<file path="src/rtl/ledport_pwm_fta32_if.sv">
// FTA32 command bus between the peripheral decoder/master and the LED port slave.
// Carries the decoder's slave select alongside the request and response records.
interface ledport_pwm_fta32_if;
    typedef struct packed {
        logic        cyc;
        logic        we;
        logic [3:0]  sel;
        logic [31:0] padr;
        logic [31:0] dat;
        logic [3:0]  cid;
        logic [7:0]  tid;
    } fta_cmd_request32_t;

    typedef struct packed {
        logic        ack;
        logic [31:0] dat;
        logic [3:0]  cid;
        logic [7:0]  tid;
        logic [31:0] adr;
        logic        err;
        logic        rty;
        logic [3:0]  pri;
    } fta_cmd_response32_t;

    logic                cs;
    fta_cmd_request32_t  req;
    fta_cmd_response32_t resp;

    modport master (output cs, output req, input resp);
    modport slave  (input cs, input req, output resp);
endinterface

</file>
<file path="src/rtl/ledport_pwm_fta32.sv">
// FTA32 slave driving NLED indicator LEDs with byte-lane register writes,
// readback, per-LED blink from a shared prescaler and global PWM brightness.
module ledport_pwm_fta32 #(
    parameter int                 NLED         = 8,
    parameter int                 PRE_W        = 24,
    parameter logic [PRE_W-1:0]   PRESCALE_RST = 24'd12499999
) (
    input  logic                         clk,
    input  logic                         rst,
    ledport_pwm_fta32_if.slave           fta_io,
    output logic [NLED-1:0]              led_o
);
    logic [NLED-1:0]  data_q, data_d, blink_q, blink_d, led_q, led_d;
    logic [PRE_W-1:0] pre_q, pre_d, pre_cnt_q, pre_cnt_d;
    logic [7:0]       bright_q, bright_d, pwm_cnt_q, pwm_cnt_d;
    logic             blink_ph_q, blink_ph_d;
    logic             ack_q, ack_d;
    logic [31:0]      rdat_q, rdat_d, adr_q, adr_d;
    logic [3:0]       cid_q, cid_d;
    logic [7:0]       tid_q, tid_d;

    logic             acc, wr, pwm_on;
    logic [1:0]       ridx;
    logic [31:0]      rd_mux, merged;

    // Replace only the byte lanes whose select bit is set.
    function automatic logic [31:0] lane_merge(input logic [31:0] old_v,
                                               input logic [31:0] new_v,
                                               input logic [3:0]  sel);
        logic [31:0] r;
        r = old_v;
        for (int b = 0; b < 4; b++)
            if (sel[b]) r[8*b +: 8] = new_v[8*b +: 8];
        return r;
    endfunction

    always_comb begin
        acc    = fta_io.cs & fta_io.req.cyc;
        wr     = acc & fta_io.req.we;
        ridx   = fta_io.req.padr[3:2];
        case (ridx)
            2'd0:    rd_mux = 32'(data_q);
            2'd1:    rd_mux = 32'(blink_q);
            2'd2:    rd_mux = 32'(pre_q);
            default: rd_mux = 32'(bright_q);
        endcase
        merged = lane_merge(rd_mux, fta_io.req.dat, fta_io.req.sel);

        data_d   = data_q;
        blink_d  = blink_q;
        pre_d    = pre_q;
        bright_d = bright_q;
        if (wr) begin
            case (ridx)
                2'd0:    data_d   = NLED'(merged);
                2'd1:    blink_d  = NLED'(merged);
                2'd2:    pre_d    = PRE_W'(merged);
                default: bright_d = 8'(merged);
            endcase
        end

        // A PRE write restarts the count from the new value without a phase flip.
        blink_ph_d = blink_ph_q;
        if (wr && ridx == 2'd2) begin
            pre_cnt_d = PRE_W'(merged);
        end else if (pre_cnt_q == '0) begin
            pre_cnt_d  = pre_q;
            blink_ph_d = ~blink_ph_q;
        end else begin
            pre_cnt_d = pre_cnt_q - 1'b1;
        end

        pwm_cnt_d = pwm_cnt_q + 8'd1;
        pwm_on    = (bright_q == 8'hFF) | (pwm_cnt_q < bright_q);
        led_d     = data_q & (~blink_q | {NLED{blink_ph_q}}) & {NLED{pwm_on}};

        ack_d  = acc;
        rdat_d = (acc && !fta_io.req.we) ? rd_mux : 32'd0;
        cid_d  = acc ? fta_io.req.cid  : 4'd0;
        tid_d  = acc ? fta_io.req.tid  : 8'd0;
        adr_d  = acc ? fta_io.req.padr : 32'd0;
    end

    always_ff @(posedge clk or posedge rst) begin
        if (rst) begin
            data_q     <= '0;
            blink_q    <= '0;
            pre_q      <= PRESCALE_RST;
            bright_q   <= 8'hFF;
            pre_cnt_q  <= PRESCALE_RST;
            blink_ph_q <= 1'b0;
            pwm_cnt_q  <= 8'd0;
            led_q      <= '0;
            ack_q      <= 1'b0;
            rdat_q     <= 32'd0;
            cid_q      <= 4'd0;
            tid_q      <= 8'd0;
            adr_q      <= 32'd0;
        end else begin
            data_q     <= data_d;
            blink_q    <= blink_d;
            pre_q      <= pre_d;
            bright_q   <= bright_d;
            pre_cnt_q  <= pre_cnt_d;
            blink_ph_q <= blink_ph_d;
            pwm_cnt_q  <= pwm_cnt_d;
            led_q      <= led_d;
            ack_q      <= ack_d;
            rdat_q     <= rdat_d;
            cid_q      <= cid_d;
            tid_q      <= tid_d;
            adr_q      <= adr_d;
        end
    end

    assign led_o       = led_q;
    assign fta_io.resp = {ack_q, rdat_q, cid_q, tid_q, adr_q, 1'b0, 1'b0, 4'd7};
endmodule

</file>
<file path="src/flat_wrapper.sv">
// flat-port wrapper written by rule: the top's interface ports become plain ports
module ledport_pwm_fta32_flat 
#(
    parameter int                 NLED         = 8,
    parameter int                 PRE_W        = 24,
    parameter logic [PRE_W-1:0]   PRESCALE_RST = 24'd12499999
)
  (clk, rst, led_o, fta_io_cs, fta_io_req, fta_io_resp);
  ledport_pwm_fta32_if fta_io_i ();
  input  logic clk;
  input  logic rst;
  output logic [NLED-1:0] led_o;
  input wire logic [$bits(fta_io_i.cs)-1:0] fta_io_cs;
  input wire logic [$bits(fta_io_i.req)-1:0] fta_io_req;
  output wire logic [$bits(fta_io_i.resp)-1:0] fta_io_resp;
  assign fta_io_i.cs = fta_io_cs;
  assign fta_io_i.req = fta_io_req;
  assign fta_io_resp = fta_io_i.resp;
  ledport_pwm_fta32 #(.NLED(NLED), .PRE_W(PRE_W), .PRESCALE_RST(PRESCALE_RST)) u_core (.clk(clk), .rst(rst), .fta_io(fta_io_i), .led_o(led_o));
endmodule
</file>
<file path="config.mk">
export PLATFORM = sky130hd
export DESIGN_NAME = ledport_pwm_fta32_flat
export DESIGN_NICKNAME = d
export VERILOG_FILES = /design/src/rtl/ledport_pwm_fta32_if.sv /design/src/rtl/ledport_pwm_fta32.sv /design/src/flat_wrapper.sv
export SDC_FILE = /design/constraint.sdc
export NUM_CORES = 1
export LEC_CHECK = 0
export BUFFER_PORTS_ARGS = -buffer_cell sky130_fd_sc_hd__clkbuf_2
export CAP_MARGIN = 5
export CORE_ASPECT_RATIO = 0.9
export CORE_MARGIN = 5
export CORE_UTILIZATION = 52
export CTS_CLUSTER_DIAMETER = 200
export DETAILED_ROUTE_END_ITERATION = 16
export PLACE_DENSITY = 0.88
export SYNTH_ARGS = -nofsm -noshare
export SYNTH_HDL_FRONTEND = slang
export SYNTH_SLANG_ARGS = --single-unit
export TNS_END_PERCENT = 50
</file>
<file path="constraint.sdc">
create_clock -name clk -period 7.8 [get_ports clk]
set_input_delay 0.78 -clock clk [delete_from_list [all_inputs] [get_ports clk]]
set_output_delay 0.78 -clock clk [all_outputs]
set_load 0.03 [all_outputs]
</file>
Yosys cells after proc, flatten, opt, wreduce, memory -nomap -nowiden
Cells that the tools add are included.

word-level totals
  input bits = 85
  logic and storage cells = 50
  output and inout bits = 91
  register bits after elaboration = 166

operators by class
  reduce and logical (&&, ||, !) cells = 11
  add/sub/neg operators = 2
  bitwise operators = 10
  mux-type cells = 10
  order comparisons = 1
  equal/unequal tests = 3

operators by type and width
  cell                                                 count
  2-to-1 mux 24 bit                                    3
  case mux 24 bit (3 select lines)                     1
  2-to-1 mux 32 bit                                    1
  2-to-1 mux 8 bit                                     4
  zero test 24 bit                                     1
  subtractor 24 x 1 -> 24 bit (second input constant)  1
  bitwise AND 8 bit                                    2
  AND reduction 2 bit                                  5
  adder 8 x 1 -> 8 bit (second input constant)         1
  == test 8 bit (second input constant)                1
  less-than comparator 8 bit                           1
  inverter 8 bit                                       1
  OR 8 bit                                             1
  2-to-1 mux 4 bit                                     1
  inverter 1 bit                                       3
  OR reduction 3 bit                                   1
  bitwise AND 1 bit                                    2
  == test 2 x 1 -> 1 bit (second input constant)       1
  == test 2 bit (second input constant)                1
  logical AND 1 bit                                    2
  zero test 2 bit                                      1
  zero test 1 bit                                      1
  OR 1 bit                                             1

Depth between registers and ports, before layout
  depth after elaboration = 5
  mapped depth = 8
  gate-level depth less buffers = 7

Worst setup path after synthesis
No wires, ideal clock.

  kind = input port to flip-flop
  start = input fta_io_cs
  end = register u_core.pre_cnt_q[14]
  required time = 7.674 ns
  buffers on the path = 2
  slack = 5.587 ns
  setup time = 0.126 ns
  arrival = 2.087 ns
  stages on the path = 7
  cells stage by stage = buf_2 > nand3_1 > or2_2 > clkbuf_1 > o21ai_1 > nor2_1 > a221o_1

between the ends
  cells in the longest elaborated chain, start to end = 4

ends and longest elaborated chain
  element                         RTL line                  source
  start, declared                 flat_wrapper.sv:13        input wire logic [$bits(fta_io_i.cs)-1:0] fta_io_cs;
  bitwise AND 1 bit               ledport_pwm_fta32.sv:38   acc = fta_io.cs & fta_io.req.cyc;
  bitwise AND 1 bit               ledport_pwm_fta32.sv:39   wr = acc & fta_io.req.we;
  logical AND 1 bit               ledport_pwm_fta32.sv:64   if (wr && ridx == 2'd2) begin
  2-to-1 mux 24 bit               ledport_pwm_fta32.sv:64
  named net u_core.pre_cnt_d[14]  ledport_pwm_fta32.sv:14   logic [PRE_W-1:0] pre_q, pre_d, pre_cnt_q, pre_cnt_d;
  end signal, assigned            ledport_pwm_fta32.sv:104  pre_cnt_q <= pre_cnt_d;
  end, declared                   ledport_pwm_fta32.sv:14

The timed path passes the listed nets, and every way through them passes these cells.
A chain may end at the register's enable or synchronous reset.

Worst setup path in the final report
  start = input fta_io_req[81]
  end = register u_core.pre_cnt_q[12]

between the ends
  cells in the longest elaborated chain, start to end = 4

ends and longest elaborated chain
  element                         RTL line                 source
  start, declared                 flat_wrapper.sv:14       input wire logic [$bits(fta_io_i.req)-1:0] fta_io_req;
  bitwise AND 1 bit               ledport_pwm_fta32.sv:38
  bitwise AND 1 bit               ledport_pwm_fta32.sv:39
  logical AND 1 bit               ledport_pwm_fta32.sv:64
  2-to-1 mux 24 bit               ledport_pwm_fta32.sv:64
  named net u_core.pre_cnt_d[12]  ledport_pwm_fta32.sv:14

The timed path passes the listed nets, and every way through them passes these cells.

==> impl_metrics.tcl <==
set metrics [dict create \
    die_h_um 119 \
    critPathArrivalTime_ns 3.84 \
    core_area_mm2 0.0132 \
    syn-cell-area_mm2 0.00691 \
    finalHoldViolations 0 \
    finalWeightedCongestion 0.869 \
    worst_skew_pair.late_latency_ns 0.42 \
    grt-ovfl-total 0 \
    tightest_pin_transition_ns 1.13 \
    layout-area-overhead-vs-synth_pct 20.7 \
    crit_chain "clkbuf_2, nand3_1, nor2_2, and2_0, mux2_2, mux2_2" \
    mostFrequentLayoutCells "clkbuf_2, dfrtp_1, and3_1, nor2_1, dfstp_2" \
    cp_slowest_cell "nor2_2" \
    initial_antenna_violation_count 0 \
    drc 0 \
    cts-root-buf "clkbuf_16" \
    maximum_cell_stage_delay_along_the_critical_path_ns 0.78 \
    status "completed" \
    antenna_violating_nets_post_route 0 \
    floorplan.die.width_um 132 \
    cts_hold_buffers 0 \
    dp_hpwl_um 10700 \
    fin_worst_skew_ns 0.00760 \
    maximum_number_of_pins_on_one_net_before_global_route_repair 84 \
    die_area_mm2 0.0157 \
    finalSetupTns_ns 0 \
    synth_cells 603 \
    pin_count 176 \
    final.min_clock_period_ns 3.49 \
    totalWireLength_um 15900 \
    wl_per_cell_um 17.2 \
    vdd.ir_drop.worst_uv 181 \
    leakage_nw 4.22 \
    tritoncts_num_sinks 158 \
    fin_crit_share_pct 44.7 \
    tritoncts.num_buffers 17 \
    critPathRequiredTime_ns 8.15 \
    postSynth.asyncResetShare_pct 100 \
    diodes 0 \
    synth_top_flop_cell "dfrtp_1" \
    drv_slew 0 \
    max_cap_viol_count 0 \
    placementRows 40 \
    drt-vias-per-instance 5.49 \
    clkSlewWorstSetupHoldPaths_ns 0.06 \
    grt_util_all_layers_pct 21.1 \
    port_buffers 152 \
    timing.fmax_mhz 287 \
    cp_common_cell "mux2_2" \
    synth_sequential_area_ratio_pct 57.9 \
    worst_setup_path_end_kind "flop" \
    clock_tree.htree_level_count 4 \
    drtPass1Iterations 5 \
    utilization_pct 63.1 \
    drive_gt1_share_pct 35.2 \
    drtIter0Drc 335 \
    final_common_cell "clkbuf_2" \
    clk_path_buf_depth 2 \
    grt_setup_unrepaired "false" \
    maxSlewHeadroom_pct 24.1 \
    critPathLaunchType "input port" \
    post_synthesis_mean_instance_area_um2 11.5 \
    yosys.cell_types.count 60 \
    setup-violations-final 0 \
    power-per-cell-area_mw_per_mm2 299 \
    finalNetCount 840 \
    worst-path-max-fanout 46 \
    yosys_warnings 0 \
    number_of_global_route_vias_before_repair 5281 \
    postSynthRegisterBits 158 \
    grt_first_pass_wirelength_um 26500 \
    synth-edff-count 0 \
    postCtsResizedCells 0 \
    vias 5080 \
    timing.critical_path.max_delay_family "simple AND/OR/NAND/NOR gates" \
    cts_post_setup_buffers_inserted 0 \
    start_util_pct 52.3 \
    tritoncts "built" \
    min-delay-path-class "in -> async" \
    critical_path_class "in -> reg" \
    critical_path_buf_inv_count 1 \
]
## metal layers
layer / part of all wire [%] / vias up / track usage, %
met2: 49 / 217 / 34.2
met5: 0 / - / 0
met3: 7.8 / 39 / 6.67
li1: - / 2343 / -
met1: 40 / 2481 / 25.9
met4: 2.6 / 0 / 9.45
## registers in the layout, indices dropped and copies added, names as in the netlist
| register | count |
|---|---|
| u_core.ack_q | 1 |
| u_core.adr_q | 32 |
| u_core.blink_ph_q | 1 |
| u_core.blink_q | 8 |
| u_core.bright_q | 8 |
| u_core.cid_q | 4 |
| u_core.data_q | 8 |
| u_core.led_o | 8 |
| u_core.pre_cnt_q | 24 |
| u_core.pre_q | 24 |
| u_core.pwm_cnt_q | 8 |
| u_core.rdat_q | 24 |
| u_core.tid_q | 8 |
## power breakdown
group          internal, W  switching [W]
Combinational     0.000205       0.000295
Clock             0.000552       0.000320
Sequential         0.00100       0.000121
## cells in the mapped netlist, types with 4 or more instances
| cell | number | area (um2) |
|---|---|---|
| dfrtp_1 | 118 | 2950 |
| and3_1 | 46 | 288 |
| nor2_1 | 46 | 173 |
| dfstp_2 | 40 | 1050 |
| nand2_1 | 39 | 146 |
| o21ai_0 | 30 | 150 |
| and2_1 | 23 | 144 |
| inv_1 | 23 | 86.3 |
| a21oi_1 | 22 | 110 |
| clkbuf_1 | 18 | 67.6 |
| buf_4 | 15 | 113 |
| mux2_2 | 15 | 169 |
| mux2i_1 | 14 | 140 |
| xnor2_1 | 14 | 123 |
| xor2_1 | 12 | 105 |
| ha_1 | 10 | 125 |
| nor3_1 | 10 | 50.1 |
| mux4_2 | 8 | 180 |
| nand2b_1 | 8 | 50.1 |
| nand3_1 | 8 | 40.0 |
| buf_2 | 6 | 30.0 |
| nand4_1 | 6 | 37.5 |
| nor4_1 | 5 | 31.3 |
| a211oi_1 | 4 | 30.0 |
| a221o_1 | 4 | 40.0 |
| or2_2 | 4 | 25.0 |
## kinds of logic after synthesis
family / after synthesis / share of synthesized area [%]
XOR/XNOR: 26 / 3.29
other: 2 / 0.109
AND/OR/NAND/NOR: 218 / 17.3
adder cells (fa/ha/maj): 10 / 1.81
multiplexers: 38 / 7.28
buffers and inverters: 66 / 4.63
flip-flops: 158 / 57.9
AO/OA/AOI/OAI: 85 / 7.68
## stage by stage
step           cells  total power (W)  hold WS (ns)  setup WS [ns]  instance area (um2)
3_3_place_gp     894          0.00159         0.455           3.96                 7720
3_5_place_dp     894          0.00162         0.464           3.92                 7720
4_1_cts          926          0.00250         0.474           4.34                 8340
5_1_grt          926          0.00262         0.491           4.03                 8340
6_report         926          0.00249         0.460           4.31                 8340
2_1_floorplan    615          0.00148         0.440           2.82                 6960
## worst reg2reg max path, cell delays in order, from the launching register on
cell	delay, ns
dfstp_2	0.56
inv_1	0.06
ha_1	0.20
nor2b_1	0.16
nand4_1	0.24
nor2_2	0.14
nor2_1	0.72
mux2_2	0.42
## final cells by class
class,count,area [um2]
fillers,1025,4870
flip-flops and latches,158,4000
repair buffers,154,776
clock buffers,22,464
clock inverters,10,160
well taps,168,210
multi-input cells,391,2640
inverters,23,91.3
## worst paths after layout
check,start,to,slack (ns),cells past startpoint
hold reg to reg,u_core.pre_q[22]$_DFFE_PP0P_,u_core.rdat_q[22]$_DFF_PP0_,0.47,1
hold / removal,rst,u_core.tid_q[0]$_DFF_PP0_,0.46,2
max in group asynchronous,rst,u_core.rdat_q[21]$_DFF_PP0_,5.87,3
setup reg to reg,u_core.pre_cnt_q[0]$_DFF_PP1_,u_core.pre_cnt_q[22]$_DFF_PP0_,5.19,7
min in group clk,u_core.pre_q[22]$_DFFE_PP0P_,u_core.rdat_q[22]$_DFF_PP0_,0.47,1
setup / recovery,fta_io_req[81],u_core.pre_cnt_q[12]$_DFF_PP1_,4.31,6
No activity file was read; power rests on OpenSTA's default activity.
